==> src/rtl/memory_access_unit_pkg.sv <==
// Shared definitions for the memory access unit: opcodes, FSM states,
// timeout limit, bus widths and the per-transaction context record.
package memory_access_unit_pkg;

    localparam int unsigned ADDR_W = 32;
    localparam int unsigned DATA_W = 32;
    localparam int unsigned REG_W  = 4;
    localparam int unsigned OPC_W  = 7;
    localparam int unsigned IMM_W  = 12;
    localparam int unsigned WAIT_W = 8;

    localparam logic [OPC_W-1:0] OPC_LDR = 7'b0100001;
    localparam logic [OPC_W-1:0] OPC_STR = 7'b0100000;

    // Number of REQ cycles without mem_ack before the access is abandoned.
    localparam int unsigned TIMEOUT_LIMIT = 255;

    typedef enum logic [1:0] {
        ST_IDLE = 2'd0,
        ST_REQ  = 2'd1,
        ST_DONE = 2'd2
    } mau_state_e;

    // Everything captured at accept time and held until the access retires.
    typedef struct packed {
        logic [ADDR_W-1:0] addr;
        logic [DATA_W-1:0] wdata;
        logic [REG_W-1:0]  rd;
        logic [REG_W-1:0]  rn;
        logic [ADDR_W-1:0] offset_addr;
        logic              is_load;
        logic              base_wb;
    } mau_txn_t;

    function automatic logic is_mem_op(input logic [OPC_W-1:0] opc);
        return (opc == OPC_LDR) || (opc == OPC_STR);
    endfunction

endpackage

==> src/rtl/memory_access_unit_if.sv <==
// Memory bus between the access unit (master) and the memory (slave).
//   mem_req/mem_we/mem_addr/mem_wdata : request, driven by the master
//   mem_ack/mem_rdata                 : completion and load data, driven by the slave
interface memory_access_unit_if;
    import memory_access_unit_pkg::*;

    logic              mem_req;
    logic              mem_we;
    logic [ADDR_W-1:0] mem_addr;
    logic [DATA_W-1:0] mem_wdata;
    logic              mem_ack;
    logic [DATA_W-1:0] mem_rdata;

    modport master (
        output mem_req, mem_we, mem_addr, mem_wdata,
        input  mem_ack, mem_rdata
    );

    modport slave (
        input  mem_req, mem_we, mem_addr, mem_wdata,
        output mem_ack, mem_rdata
    );

endinterface

==> src/rtl/memory_access_unit_mem_addr_gen.sv <==
// mem_addr_gen: combinational address generation for LDR/STR.
//   rn_value_i, imm12_i, p_i, u_i, w_i : base value, offset, pre-index/add/writeback
//   offset_addr_c : base +/- zero-extended imm12 (mod 2^32)
//   access_addr_c : pre-indexed -> offset_addr, post-indexed -> base
//   base_wb_c     : base register writeback requested (post-index or W)
module mem_addr_gen
    import memory_access_unit_pkg::*;
(
    input  logic [ADDR_W-1:0] rn_value_i,
    input  logic [IMM_W-1:0]  imm12_i,
    input  logic              p_i,
    input  logic              u_i,
    input  logic              w_i,
    output logic [ADDR_W-1:0] offset_addr_c,
    output logic [ADDR_W-1:0] access_addr_c,
    output logic              base_wb_c
);

    logic [ADDR_W-1:0] imm_ext;

    assign imm_ext       = ADDR_W'(imm12_i);
    assign offset_addr_c = u_i ? (rn_value_i + imm_ext) : (rn_value_i - imm_ext);
    assign access_addr_c = p_i ? offset_addr_c : rn_value_i;
    // Post-indexed accesses always update the base.
    assign base_wb_c     = !p_i || w_i;

endmodule

==> src/rtl/memory_access_unit.sv <==
// memory_access_unit: executes one LDR/STR at a time over the memory bus.
//   clk, rst_n            : clock, async active-low reset
//   instr_valid, cond_pass, opcode, rn, rd, rn_value, rd_value, imm12, P, U, W : decoded instruction
//   bus (master)          : memory request/ack bus
//   stall                 : hold upstream while the access is outstanding
//   wb_en/wb_rd/wb_data   : load result writeback pulse
//   base_wb_en/_rd/_data  : base register writeback pulse
//   mem_fault             : sticky timeout fault
// Build option: MEM_TIMEOUT_EN adds a REQ wait counter that abandons an
// unacknowledged access and raises mem_fault.
module memory_access_unit
    import memory_access_unit_pkg::*;
(
    input  logic              clk,
    input  logic              rst_n,
    input  logic              instr_valid,
    input  logic              cond_pass,
    input  logic [OPC_W-1:0]  opcode,
    input  logic [REG_W-1:0]  rn,
    input  logic [REG_W-1:0]  rd,
    input  logic [ADDR_W-1:0] rn_value,
    input  logic [DATA_W-1:0] rd_value,
    input  logic [IMM_W-1:0]  imm12,
    input  logic              P,
    input  logic              U,
    input  logic              W,
    memory_access_unit_if.master bus,
    output logic              stall,
    output logic              wb_en,
    output logic [REG_W-1:0]  wb_rd,
    output logic [DATA_W-1:0] wb_data,
    output logic              base_wb_en,
    output logic [REG_W-1:0]  base_wb_rd,
    output logic [ADDR_W-1:0] base_wb_data,
    output logic              mem_fault
);

    mau_state_e        state_q;
    mau_txn_t          txn_q, txn_d;
    logic              mem_req_q, mem_we_q, stall_q;
    logic              wb_en_q, base_wb_en_q;
    logic [REG_W-1:0]  wb_rd_q, base_wb_rd_q;
    logic [DATA_W-1:0] wb_data_q;
    logic [ADDR_W-1:0] base_wb_data_q;

    logic [ADDR_W-1:0] offset_addr_c, access_addr_c;
    logic              base_wb_c;
    logic              accept_c;
    logic              base_wb_ok_c;

    mem_addr_gen u_addr_gen (
        .rn_value_i   (rn_value),
        .imm12_i      (imm12),
        .p_i          (P),
        .u_i          (U),
        .w_i          (W),
        .offset_addr_c(offset_addr_c),
        .access_addr_c(access_addr_c),
        .base_wb_c    (base_wb_c)
    );

    assign accept_c = instr_valid && cond_pass && is_mem_op(opcode);

    // Transaction context captured on accept.
    always_comb begin
        txn_d             = '0;
        txn_d.addr        = access_addr_c;
        txn_d.wdata       = rd_value;
        txn_d.rd          = rd;
        txn_d.rn          = rn;
        txn_d.offset_addr = offset_addr_c;
        txn_d.is_load     = (opcode == OPC_LDR);
        txn_d.base_wb     = base_wb_c;
    end

    // A load into its own base register keeps the loaded value.
    assign base_wb_ok_c = txn_q.base_wb && !(txn_q.is_load && (txn_q.rd == txn_q.rn));

`ifdef MEM_TIMEOUT_EN
    logic [WAIT_W-1:0] wait_cnt_q;
    logic              fault_q;
`endif

    // FSM plus all registered outputs.
    always_ff @(posedge clk or negedge rst_n) begin
        if (!rst_n) begin
            state_q        <= ST_IDLE;
            txn_q          <= '0;
            mem_req_q      <= 1'b0;
            mem_we_q       <= 1'b0;
            stall_q        <= 1'b0;
            wb_en_q        <= 1'b0;
            wb_rd_q        <= '0;
            wb_data_q      <= '0;
            base_wb_en_q   <= 1'b0;
            base_wb_rd_q   <= '0;
            base_wb_data_q <= '0;
`ifdef MEM_TIMEOUT_EN
            wait_cnt_q     <= '0;
            fault_q        <= 1'b0;
`endif
        end else begin
            case (state_q)
                ST_IDLE: begin
                    if (accept_c) begin
                        state_q   <= ST_REQ;
                        txn_q     <= txn_d;
                        mem_req_q <= 1'b1;
                        mem_we_q  <= !txn_d.is_load;
                        stall_q   <= 1'b1;
`ifdef MEM_TIMEOUT_EN
                        wait_cnt_q <= '0;
`endif
                    end
                end
                ST_REQ: begin
                    if (bus.mem_ack) begin
                        state_q   <= ST_DONE;
                        mem_req_q <= 1'b0;
                        mem_we_q  <= 1'b0;
                        stall_q   <= 1'b0;
                        if (txn_q.is_load) begin
                            wb_en_q   <= 1'b1;
                            wb_rd_q   <= txn_q.rd;
                            wb_data_q <= bus.mem_rdata;
                        end
                        if (base_wb_ok_c) begin
                            base_wb_en_q   <= 1'b1;
                            base_wb_rd_q   <= txn_q.rn;
                            base_wb_data_q <= txn_q.offset_addr;
                        end
                    end
`ifdef MEM_TIMEOUT_EN
                    // Last permitted REQ cycle without ack: abandon, no writeback.
                    else if (wait_cnt_q == WAIT_W'(TIMEOUT_LIMIT - 1)) begin
                        state_q   <= ST_IDLE;
                        mem_req_q <= 1'b0;
                        mem_we_q  <= 1'b0;
                        stall_q   <= 1'b0;
                        fault_q   <= 1'b1;
                    end else begin
                        wait_cnt_q <= wait_cnt_q + WAIT_W'(1);
                    end
`endif
                end
                ST_DONE: begin
                    state_q      <= ST_IDLE;
                    wb_en_q      <= 1'b0;
                    base_wb_en_q <= 1'b0;
                end
                default: state_q <= ST_IDLE;
            endcase
        end
    end

    assign bus.mem_req   = mem_req_q;
    assign bus.mem_we    = mem_we_q;
    assign bus.mem_addr  = txn_q.addr;
    assign bus.mem_wdata = txn_q.wdata;

    assign stall        = stall_q;
    assign wb_en        = wb_en_q;
    assign wb_rd        = wb_rd_q;
    assign wb_data      = wb_data_q;
    assign base_wb_en   = base_wb_en_q;
    assign base_wb_rd   = base_wb_rd_q;
    assign base_wb_data = base_wb_data_q;

`ifdef MEM_TIMEOUT_EN
    assign mem_fault = fault_q;
`else
    assign mem_fault = 1'b0;
`endif

endmodule
==> src/flat_wrapper.sv <==
// flat-port wrapper written by rule: the top's interface ports become plain ports
module memory_access_unit_flat import memory_access_unit_pkg::*;
  (clk, rst_n, instr_valid, cond_pass, opcode, rn, rd, rn_value, rd_value, imm12, P, U, W, stall, wb_en, wb_rd, wb_data, base_wb_en, base_wb_rd, base_wb_data, mem_fault, bus_mem_req, bus_mem_we, bus_mem_addr, bus_mem_wdata, bus_mem_ack, bus_mem_rdata);
  memory_access_unit_if bus_i ();
  input  logic clk;
  input  logic rst_n;
  input  logic instr_valid;
  input  logic cond_pass;
  input  logic [OPC_W-1:0] opcode;
  input  logic [REG_W-1:0] rn;
  input  logic [REG_W-1:0] rd;
  input  logic [ADDR_W-1:0] rn_value;
  input  logic [DATA_W-1:0] rd_value;
  input  logic [IMM_W-1:0] imm12;
  input  logic P;
  input  logic U;
  input  logic W;
  output logic stall;
  output logic wb_en;
  output logic [REG_W-1:0] wb_rd;
  output logic [DATA_W-1:0] wb_data;
  output logic base_wb_en;
  output logic [REG_W-1:0] base_wb_rd;
  output logic [ADDR_W-1:0] base_wb_data;
  output logic mem_fault;
  output wire logic [$bits(bus_i.mem_req)-1:0] bus_mem_req;
  output wire logic [$bits(bus_i.mem_we)-1:0] bus_mem_we;
  output wire logic [$bits(bus_i.mem_addr)-1:0] bus_mem_addr;
  output wire logic [$bits(bus_i.mem_wdata)-1:0] bus_mem_wdata;
  input wire logic [$bits(bus_i.mem_ack)-1:0] bus_mem_ack;
  input wire logic [$bits(bus_i.mem_rdata)-1:0] bus_mem_rdata;
  assign bus_mem_req = bus_i.mem_req;
  assign bus_mem_we = bus_i.mem_we;
  assign bus_mem_addr = bus_i.mem_addr;
  assign bus_mem_wdata = bus_i.mem_wdata;
  assign bus_i.mem_ack = bus_mem_ack;
  assign bus_i.mem_rdata = bus_mem_rdata;
  memory_access_unit u_core (.clk(clk), .rst_n(rst_n), .instr_valid(instr_valid), .cond_pass(cond_pass), .opcode(opcode), .rn(rn), .rd(rd), .rn_value(rn_value), .rd_value(rd_value), .imm12(imm12), .P(P), .U(U), .W(W), .bus(bus_i), .stall(stall), .wb_en(wb_en), .wb_rd(wb_rd), .wb_data(wb_data), .base_wb_en(base_wb_en), .base_wb_rd(base_wb_rd), .base_wb_data(base_wb_data), .mem_fault(mem_fault));
endmodule
==> config.mk <==
export PLATFORM = sky130hd
export DESIGN_NAME = memory_access_unit_flat
export DESIGN_NICKNAME = d
export VERILOG_FILES = /design/src/rtl/memory_access_unit_pkg.sv /design/src/rtl/memory_access_unit_if.sv /design/src/rtl/memory_access_unit_mem_addr_gen.sv /design/src/rtl/memory_access_unit.sv /design/src/flat_wrapper.sv
export SDC_FILE = /design/constraint.sdc
export NUM_CORES = 1
export LEC_CHECK = 0
export ABC_AREA = 1
export ABC_CLOCK_PERIOD_IN_PS = 1400
export CORE_MARGIN = 8
export CORE_UTILIZATION = 65
export CTS_CLUSTER_DIAMETER = 150
export DETAILED_ROUTE_END_ITERATION = 12
export DONT_BUFFER_PORTS = 1
export GPL_TIMING_DRIVEN = 0
export PLACE_DENSITY = 0.9
export SYNTH_ARGS = -nofsm -noshare
export SYNTH_HDL_FRONTEND = slang
export SYNTH_HIERARCHICAL = 1
export SYNTH_SLANG_ARGS = --single-unit
==> constraint.sdc <==
create_clock -name clk -period 1.4 [get_ports clk]
set_input_delay 0.21 -clock clk [delete_from_list [all_inputs] [get_ports clk]]
set_output_delay 0.21 -clock clk [all_outputs]
set_load 0.02 [all_outputs]
==> qor.yml, run 1 <==
global_route:
  grt_max_degree: 185
placement:
  portBuffers: 0
  place.gp.congestion: 0.977
  place_area_sq_mm: 0.0112
  dp_slack_ns: -1.44
  dpl.hpwl_um: 25100
logic_synthesis:
  synth.cell_area_sq_mm: 0.0108
  synth_warnings: 6
  synth_area_leaders: "dfrtp_1 43%, nand2_1 27%, buf_4 5.2%"
  synthArstFlopShare_pct: 100
  avgSynthCellArea_sq_um: 7.06
  synth_top_area_cell: "dfrtp_1"
  syn_nets: 1694
  syn_inst: 1529
  ys_ff_latch: 184
  synth_top_area_share_pct: 42.6
  synth_seq_area_share_pct: 42.6
  synth-edff-count: 0
  synth_flop_cell: "dfrtp_1"
  synth_cell_types: 36
run_status:
  haltStage: "global routing"
  outcome: "stopped before the end"
  error: "[ERROR DPL-0038] Utilization greater than 100%, impossible to legalize"
clocking:
  cts_made_buffers: 17
  root_buffer: "clkbuf_16"
  cts_max_path_buffers: 2
  clock_sinks: 184
  htree_levels: 4
timing:
  grt-worst-endpoint: "u_core/bus.mem_addr[14]$_DFFE_PN0P_/D"
  worst-ep-kind: "sequential cell input"
floorplan:
  ioPinCount: 273
  start_util_pct: 65.8
  die_x_um: 145
  num_rows: 47
  chipHeight_um: 145
-- cells in the mapped netlist, types with 13 or more instances --
cell,instances
buf_4,75
and2_1,16
dfrtp_1,184
nand2_2,13
inv_1,135
buf_2,27
nand2_1,774
xor2_1,16
a21oi_1,21
o21ai_0,17
ha_1,33
nor2_1,53
nand3_1,104
-- through the flow --
step,hold slack (ns),std cells
after global placement,-0.0808,1749
after floorplan,-0.0856,1529
after detailed placement,-0.0805,1749
after CTS,-0.547,1965
-- logic make-up after synthesis --
family	synth area share [%]
other cells	0.0347
buf+inv	11.9
fa+ha+maj	4.01
flops	42.6
xor+xnor	2.24
simple gates	37.0
compound gates	2.22
-- timing repair --
item / CTS
gates cloned: 29
pin swaps: 182
buffers inserted: 63
resized for setup: 441
hold endpoints to repair: 277
endpoints found under the setup margin: 159
hold buffers: 93
==> run 2, diff against run 1 <==
--- a/config.mk
+++ b/config.mk
@@ -8,12 +8,11 @@
 export ABC_AREA = 1
 export ABC_CLOCK_PERIOD_IN_PS = 1400
 export CORE_MARGIN = 8
-export CORE_UTILIZATION = 65
-export CTS_CLUSTER_DIAMETER = 150
+export CORE_UTILIZATION = 40
 export DETAILED_ROUTE_END_ITERATION = 12
 export DONT_BUFFER_PORTS = 1
 export GPL_TIMING_DRIVEN = 0
-export PLACE_DENSITY = 0.9
+export PLACE_DENSITY_LB_ADDON = 0.15
 export SYNTH_ARGS = -nofsm -noshare
 export SYNTH_HDL_FRONTEND = slang
 export SYNTH_HIERARCHICAL = 1
==> run 2 against run 1 <==
  * The flow now finishes, with violations (hold timing, setup timing)
  * Synthesized area unchanged
  * Synthesized cell count unchanged
==> qor.yml, run 2 <==
floorplan:
  ioPinCount: 273  # unchanged
  die_x_um: 180  # +24%
  start_util_pct: 40.4  # -25 points
  num_rows: 60  # +28%
  core_sq_mm: 0.0267
  chipHeight_um: 180  # +24%
  die_area_sq_mm: 0.0325
logic_synthesis:
  avgSynthCellArea_sq_um: 7.06  # unchanged
  syn_nets: 1694  # unchanged
  synth_top_area_cell: "dfrtp_1"
  synth_seq_area_share_pct: 42.6  # unchanged
  ys_ff_latch: 184  # unchanged
  synth_top_area_share_pct: 42.6  # unchanged
  synthTopCellsByCount: "774 x nand2_1, 184 x dfrtp_1, 135 x inv_1, 104 x nand3_1, 75 x buf_4"
  synth_most_common_cell: "nand2_1"
  synth-edff-count: 0  # unchanged
  synth.cell_area_sq_mm: 0.0108  # unchanged
  synth_cell_types: 36  # unchanged
  syn_inst: 1529  # unchanged
  synth_area_leaders: "dfrtp_1 43%, nand2_1 27%, buf_4 5.2%"
  synth_flop_cell: "dfrtp_1"
  synth_warnings: 6  # unchanged
  synthArstFlopShare_pct: 100  # unchanged
timing:
  tightest_slew_ns: 0.775
  fin_hold_ws_ns: -0.544
  setup_violations: 171
  layout_min_cycle_time_ns: 2.16
  timing.fmax_mhz: 463
  relSlewSlack_pct: 48.4
  final.setup.tns_ns: -45.30
  rsz0062_at_grt: "true"
  hold_violations: 184
  clock_skew_ns: 0.0184
  setup_slack_ns: -0.761
  drv_slew: 0
  fin_crit_sh_pct: 154
worst_setup_path:
  crit_chain: "nor2_4, nand2_2, nor2_4, inv_2, buf_4, o21ai_2, xnor2_2, ha_4, nand2_1, nand2_2, nand2_2, nand2_2, nand3b_1, nand2_1, nand3b_1, nand3_2, nand2_2, nand2_2, nand2_1"
  r2r_slack_ns: -0.25
  crit_top_cell: "nand2_2"
  cpMaxStageDelayCell: "nand3b_1"
  reg2reg_to: "u_core/txn_q[29]"
  r2r-start: "u_core/state_q[1]"
  end_kind: "register"
  startpoint_type: "primary input"
  rr_worst_depth: 12
  worst-setup-path-type: "in2reg"
  crit_path_max_incr_delay_ns: 0.28
  cp.required_ns: 1.73
  crit_path_max_fanout: 4
  critPathArrivalTime_ns: 2.49
placement:
  dpl.hpwl_um: 26800  # +7.0%
  portBuffers: 0  # unchanged
  placed_cells: 1870  # +6.9%
  place_area_sq_mm: 0.0113  # +1.4%
  place.gp.congestion: 0.938  # -4.0%
detailed_routing:
  wire_per_inst_um: 19.1
  viasPerCell: 4.94
  drtIter0Drc: 679
  postRouteAntennaNets: 0
  drtPass1Iterations: 5
  vias: 10400
  drc_errors: 0
  routed_wl_um: 40100
clocking:
  cts_made_buffers: 17  # unchanged
  clock_latency_ns: 0.44
  root_buffer: "clkbuf_16"
  clock_sinks: 184  # unchanged
  cts_tree: "built"
  clk_pin_slew_ns: 0.08
  ctsHoldBuffers: 97  # +4.3%
  cts_max_path_buffers: 2  # unchanged
  htree_levels: 4  # unchanged
cells_and_area:
  mostFrequentLayoutCell: "nand2_1"
  antennaDiodeCount: 0
  layout-drive-gt1-share_pct: 40.1
  fin_cells: 2100
  regMostFlops: "u_core/txn_q"
  final_util_pct: 62.4
  syn_to_final_growth_pct: 54.3
  layout.nets: 1911
  design_area_sq_mm: 0.0167
  layout_common_cells: "511 x nand2_1, 207 x nand2_2, 183 x dfrtp_1, 116 x inv_1, 111 x buf_4"
  largest_reg_flops: 42
pwr:
  clkPwrFrac_pct: 33.6
  power_density_mw_per_mm2: 912
  p_switching_uw: 5160
  ir_drop_mv: 0.730
  p_leak_uw: 0.00872
  p_comb_share_pct: 26.6
  p_int_uw: 10100
  power_frac_seq_pct: 39.8
  p_total_uw: 15200
  switching_share_pct: 33.9
global_route:
  grt_pass1_wl_um: 59600
  grt_use_total_pct: 23.3
  antenna_found_initial: 0
  grt_max_degree: 185
  overflow: 0
  grt_pass1_vias: 10300
run_status:
  outcome: "finished, violations left"
  violations: "hold timing, setup timing"
min_path:
  hold_class: "in2async"
run:
  maxCapViolCount: 0
run 2: cell counts after synthesis:
No cell type changed its count.
run 2: stage by stage:
stage,setup WS (ns),hold WS (ns)
3_3_place_gp,-1.59,-0.0767
5_1_grt,-0.919,-0.565
4_1_cts,-0.859,-0.559
6_report,-0.761,-0.544
3_5_place_dp,-1.60,-0.0766
2_1_floorplan,-0.968,-0.0856
run 2: routing by layer:
layer | wire length (um) | GRT usage (%) | share of wire [%] | vias to the layer above
li1 | - | - | - | 5024
met1 | 16000 | 28.0 | 40 | 4951
met2 | 20300 | 40.7 | 51 | 347
met3 | 2930 | 5.71 | 7.3 | 42
met4 | 836 | 6.68 | 2.1 | 0
met5 | 0 | 0 | 0 | -
run 2: worst max-delay path by stage:
stage	from	to	slack, ns	cells past startpoint
4_1_cts	imm12[3]	u_core/txn_q[22]	-0.86	19
3_3_place_gp	imm12[10]	u_core/bus.mem_addr[25]	-1.59	16
6_report	imm12[2]	u_core/bus.mem_addr[20]	-0.76	19
2_1_floorplan	imm12[3]	u_core/txn_q[26]	-0.97	20
5_1_grt	imm12[2]	u_core/bus.mem_addr[30]	-0.92	22
3_5_place_dp	imm12[10]	u_core/bus.mem_addr[25]	-1.60	16
run 2: logic make-up after synthesis:
logic type	count (synthesis)	synth area share (%)
AO/OA/AOI/OAI	46	2.22
XOR/XNOR	25	2.24
adder cells (fa/ha/maj)	34	4.01
buffers and inverters	257	11.9
flip-flops	184	42.6
other	1	0.0347
AND/OR/NAND/NOR	982	37.0
run 2: repair_timing:
item	in CTS	in global routing
setup endpoints to repair	176	182
pin swaps	66	154
buffers inserted	62	25
resized for setup	351	362
hold endpoints to repair	281	184
gates cloned	22	5
run 2: area by class of cell:
type / count / area (sq um)
clock inverter: 15 / 205
buffer: 113 / 1050
fill: 2247 / 10100
tap: 341 / 427
clock buffer: 17 / 425
multi-input combinational: 1089 / 6970
timing repair buffer: 197 / 2320
sequential: 184 / 4610
inverter: 142 / 628
timing repair inverter: 2 / 36.3
run 2: worst max-delay path: cells and delay by family:
kind / cells / cell delay, ns
fa+ha+maj: 1 / 0.26
buf+inv: 2 / 0.22
compound gates: 1 / 0.16
simple gates: 14 / 1.49
xor+xnor: 1 / 0.16
run 2: power by group through the flow:
stage                     clock, uW  sequential [uW]  combinational (uW)
after floorplan                   0             6000                2100
after global placement            0             6080                2630
after detailed placement          0             6090                2650
after CTS                      5210             6010                3370
after global routing           5380             6100                4380
final                          5110             6060                4050
Power figures use the tool's default switching activity.
==> run 3, diff against run 2 <==
--- a/config.mk
+++ b/config.mk
@@ -12,7 +12,7 @@
 export DETAILED_ROUTE_END_ITERATION = 12
 export DONT_BUFFER_PORTS = 1
 export GPL_TIMING_DRIVEN = 0
-export PLACE_DENSITY_LB_ADDON = 0.15
+export PLACE_DENSITY = 0.62
 export SYNTH_ARGS = -nofsm -noshare
 export SYNTH_HDL_FRONTEND = slang
 export SYNTH_HIERARCHICAL = 1
==> run 3 against run 2 <==
  * The run still ends with hold timing, setup timing left
  * Final area decreased by 7.1%
  * Hold slack gained 0.013 ns
  * Clock-buffer cell count grew 1
  * Sequential cell count unchanged
  * Cell count fell by 1.8%
  * Combinational power decreased by 4%
  * First-iteration DRC count fell by 12%
  * Wire length shrank 4.3%
  * Critical path depth is 2 higher
  * Die area unchanged
  * Critical endpoint is now u_core/txn_q[31]
  * Largest power group unchanged
  * Highest routed layer is now met5
==> qor.yml, run 3 (synthesis results as in run 2) <==
run_status:
  outcome: "finished, violations left"
  violations: "hold timing, setup timing"
detailed_routing:
  vias: 10100  # -2.1%
  routed_wl_um: 38400  # -4.3%
  drc_errors: 0  # unchanged
  drtIter0Drc: 599  # -12%
  viasPerCell: 4.92  # -0.34%
  postRouteAntennaNets: 0  # unchanged
  drtPass1Iterations: 7  # +2
  wire_per_inst_um: 18.6  # -2.5%
cells_and_area:
  layout_common_cells: "588 x nand2_1, 184 x dfrtp_1, 150 x nand2_2, 117 x inv_1, 103 x buf_4"
  syn_to_final_growth_pct: 43.4
  largest_reg_flops: 42  # unchanged
  layout.nets: 1873  # -2.0%
  final_util_pct: 57.9  # -4.4 points
  regMostFlops: "u_core/txn_q"
  layout-drive-gt1-share_pct: 32.9  # -7.2 points
  mostFrequentLayoutCell: "nand2_1"
  fill_cells: 2404  # +7.0%
  antennaDiodeCount: 0  # unchanged
global_route:
  antenna_found_initial: 1  # +1
  grt_use_total_pct: 21.8  # -1.4 points
  grt_pass1_vias: 9917  # -3.5%
  grt_max_degree: 185  # unchanged
  overflow: 0  # unchanged
  grt_pass1_wl_um: 55900  # -6.1%
clocking:
  clk_pin_slew_ns: 0.07  # about the same
  cts_made_buffers: 17  # unchanged
  clock_sinks: 184  # unchanged
  htree_levels: 4  # unchanged
  clock_latency_ns: 0.44  # about the same
  cts_max_path_buffers: 2  # unchanged
  ctsHoldBuffers: 89  # -8.2%
  root_buffer: "clkbuf_16"
  cts_tree: "built"
timing:
  fin_crit_sh_pct: 157  # +2.5 points
  fin_hold_ws_ns: -0.531  # +0.0133 ns
  layout_min_cycle_time_ns: 2.20  # +0.0346 ns
  setup_slack_ns: -0.795  # -0.0346 ns
  hold_violations: 186  # +1.1%
  timing.fmax_mhz: 456  # -1.6%
  rsz0062_at_grt: "true"
  setup_violations: 146  # -15%
  clock_skew_ns: 0.0152  # -0.00322 ns
  drv_slew: 0  # unchanged
  tightest_slew_ns: 0.767  # -0.00723 ns
  relSlewSlack_pct: 48.8  # +0.48 points
pwr:
  power_density_mw_per_mm2: 945  # +3.6%
  ir_drop_mv: 0.723  # -0.89%
  p_total_uw: 14600  # -3.8%
  p_leak_uw: 0.00841  # -3.5%
floorplan:
  num_rows: 60  # unchanged
  die_area_sq_mm: 0.0325  # unchanged
  core_sq_mm: 0.0267  # unchanged
  ioPinCount: 273  # unchanged
  die_x_um: 180  # unchanged
  chipHeight_um: 180  # unchanged
  start_util_pct: 40.4  # unchanged
worst_setup_path:
  crit_buf_inv: 2  # unchanged
  critPathArrivalTime_ns: 2.52  # +0.03 ns
  crit_path_max_fanout: 4  # unchanged
  crit_chain: "nor2_4, nand2_1, nor2_2, inv_2, nor4_2, ha_1, nand2_1, o21ai_2, ha_4, nand2_1, inv_2, nand2_2, nor3_2, nand2_1, nand2_4, nand2_4, nand2_2, nand2_2, and2_4, nand2_2, nand2_1"
  end_kind: "register"
  worst-setup-path-type: "in2reg"
  crit_path_max_incr_delay_ns: 0.31  # +0.03 ns
  crit_top_cell: "nand2_1"
  cp_top_family: "simple AND/OR/NAND/NOR gates"
  cpMaxStageDelayCell: "ha_4"
  cp.required_ns: 1.73  # about the same
  startpoint_type: "primary input"
placement:
  dpl.hpwl_um: 26900  # +0.21%
  place.gp.congestion: 0.950  # +1.3%
  portBuffers: 0  # unchanged
min_path:
  hold_class: "in2async"
run:
  maxCapViolCount: 0  # unchanged
-- run 3: area by class of cell --
type / instances / area (sq um) / area share (%)
clock inverter: 14 / 135 / 0.873
multi-input combinational: 1088 / 6410 / 41.4
sequential: 184 / 4600 / 29.7
clock buffer: 18 / 439 / 2.84
timing repair buffer: 160 / 1840 / 11.9
buffer: 115 / 1050 / 6.78
inverter: 142 / 586 / 3.78
tap: 341 / 427 / 2.76
-- run 3: routing by layer --
metal  part of all wire (%)  wire length [um]  up-vias  GRT usage [%]
met5                  0.039                15        -              0
met4                    1.6               622        2           5.56
met3                    8.0              3060       39           6.94
met2                     50             19300      335           38.1
met1                     40             15300     4828           25.6
li1                       -                 -     4938              -
-- run 3: final timing paths --
path | startpoint | to | slack [ns] | cells past startpoint
min in group clk | rn_value[16] | u_core/bus.mem_addr[16] | -0.01 | 4
worst min-delay path | rst_n | u_core/wb_data[27] | -0.53 | 0
worst max-delay path | imm12[3] | u_core/txn_q[31] | -0.80 | 21
max in group asynchronous | rst_n | u_core/txn_q[18] | 1.67 | 0
worst max register to register | u_core/state_q[1] | u_core/bus.mem_addr[14] | -0.21 | 11
worst min register to register | u_core/bus.mem_wdata[15] | u_core/bus.mem_wdata[15] | 0.48 | 2
-- run 3: where the power goes --
part	internal, uW	leakage, uW	switching (uW)	total [uW]
clock	2400	0.000273	2350	4750
sequential	5660	0.00250	341	6010
combinational	1690	0.00564	2190	3870
-- run 3: worst reg2reg max path, stage by stage (launching register included) --
cell,delay (ns)
dfrtp_1,0.41
inv_2,0.08
nand2_2,0.05
nor2_1,0.07
nand2_1,0.09
nor2_4,0.11
buf_12,0.14
buf_12,0.13
inv_16,0.07
buf_2,0.20
nand2_1,0.09
nand2_1,0.05
-- run 3: timing repair --
action,4_1_cts,5_1_grt
cloned,5,13
endpoints found under the hold margin,274,184
pin swaps,66,146
gates resized for setup,209,308
setup endpoints to repair,175,182
setup buffers,29,24
-- run 3: stage by stage --
stage | worst slack [ns] | TNS [ns] | instances | area [sq um]
after CTS | -0.939 | -41.95 | 2025 | 13900
after global routing | -0.942 | -60.01 | 2062 | 15500
after detailed placement | -1.48 | -87.65 | 1870 | 11300
final | -0.795 | -44.19 | 2062 | 15500
after floorplan | -0.968 | -43.92 | 1529 | 10900
after global placement | -1.50 | -83.97 | 1870 | 11300
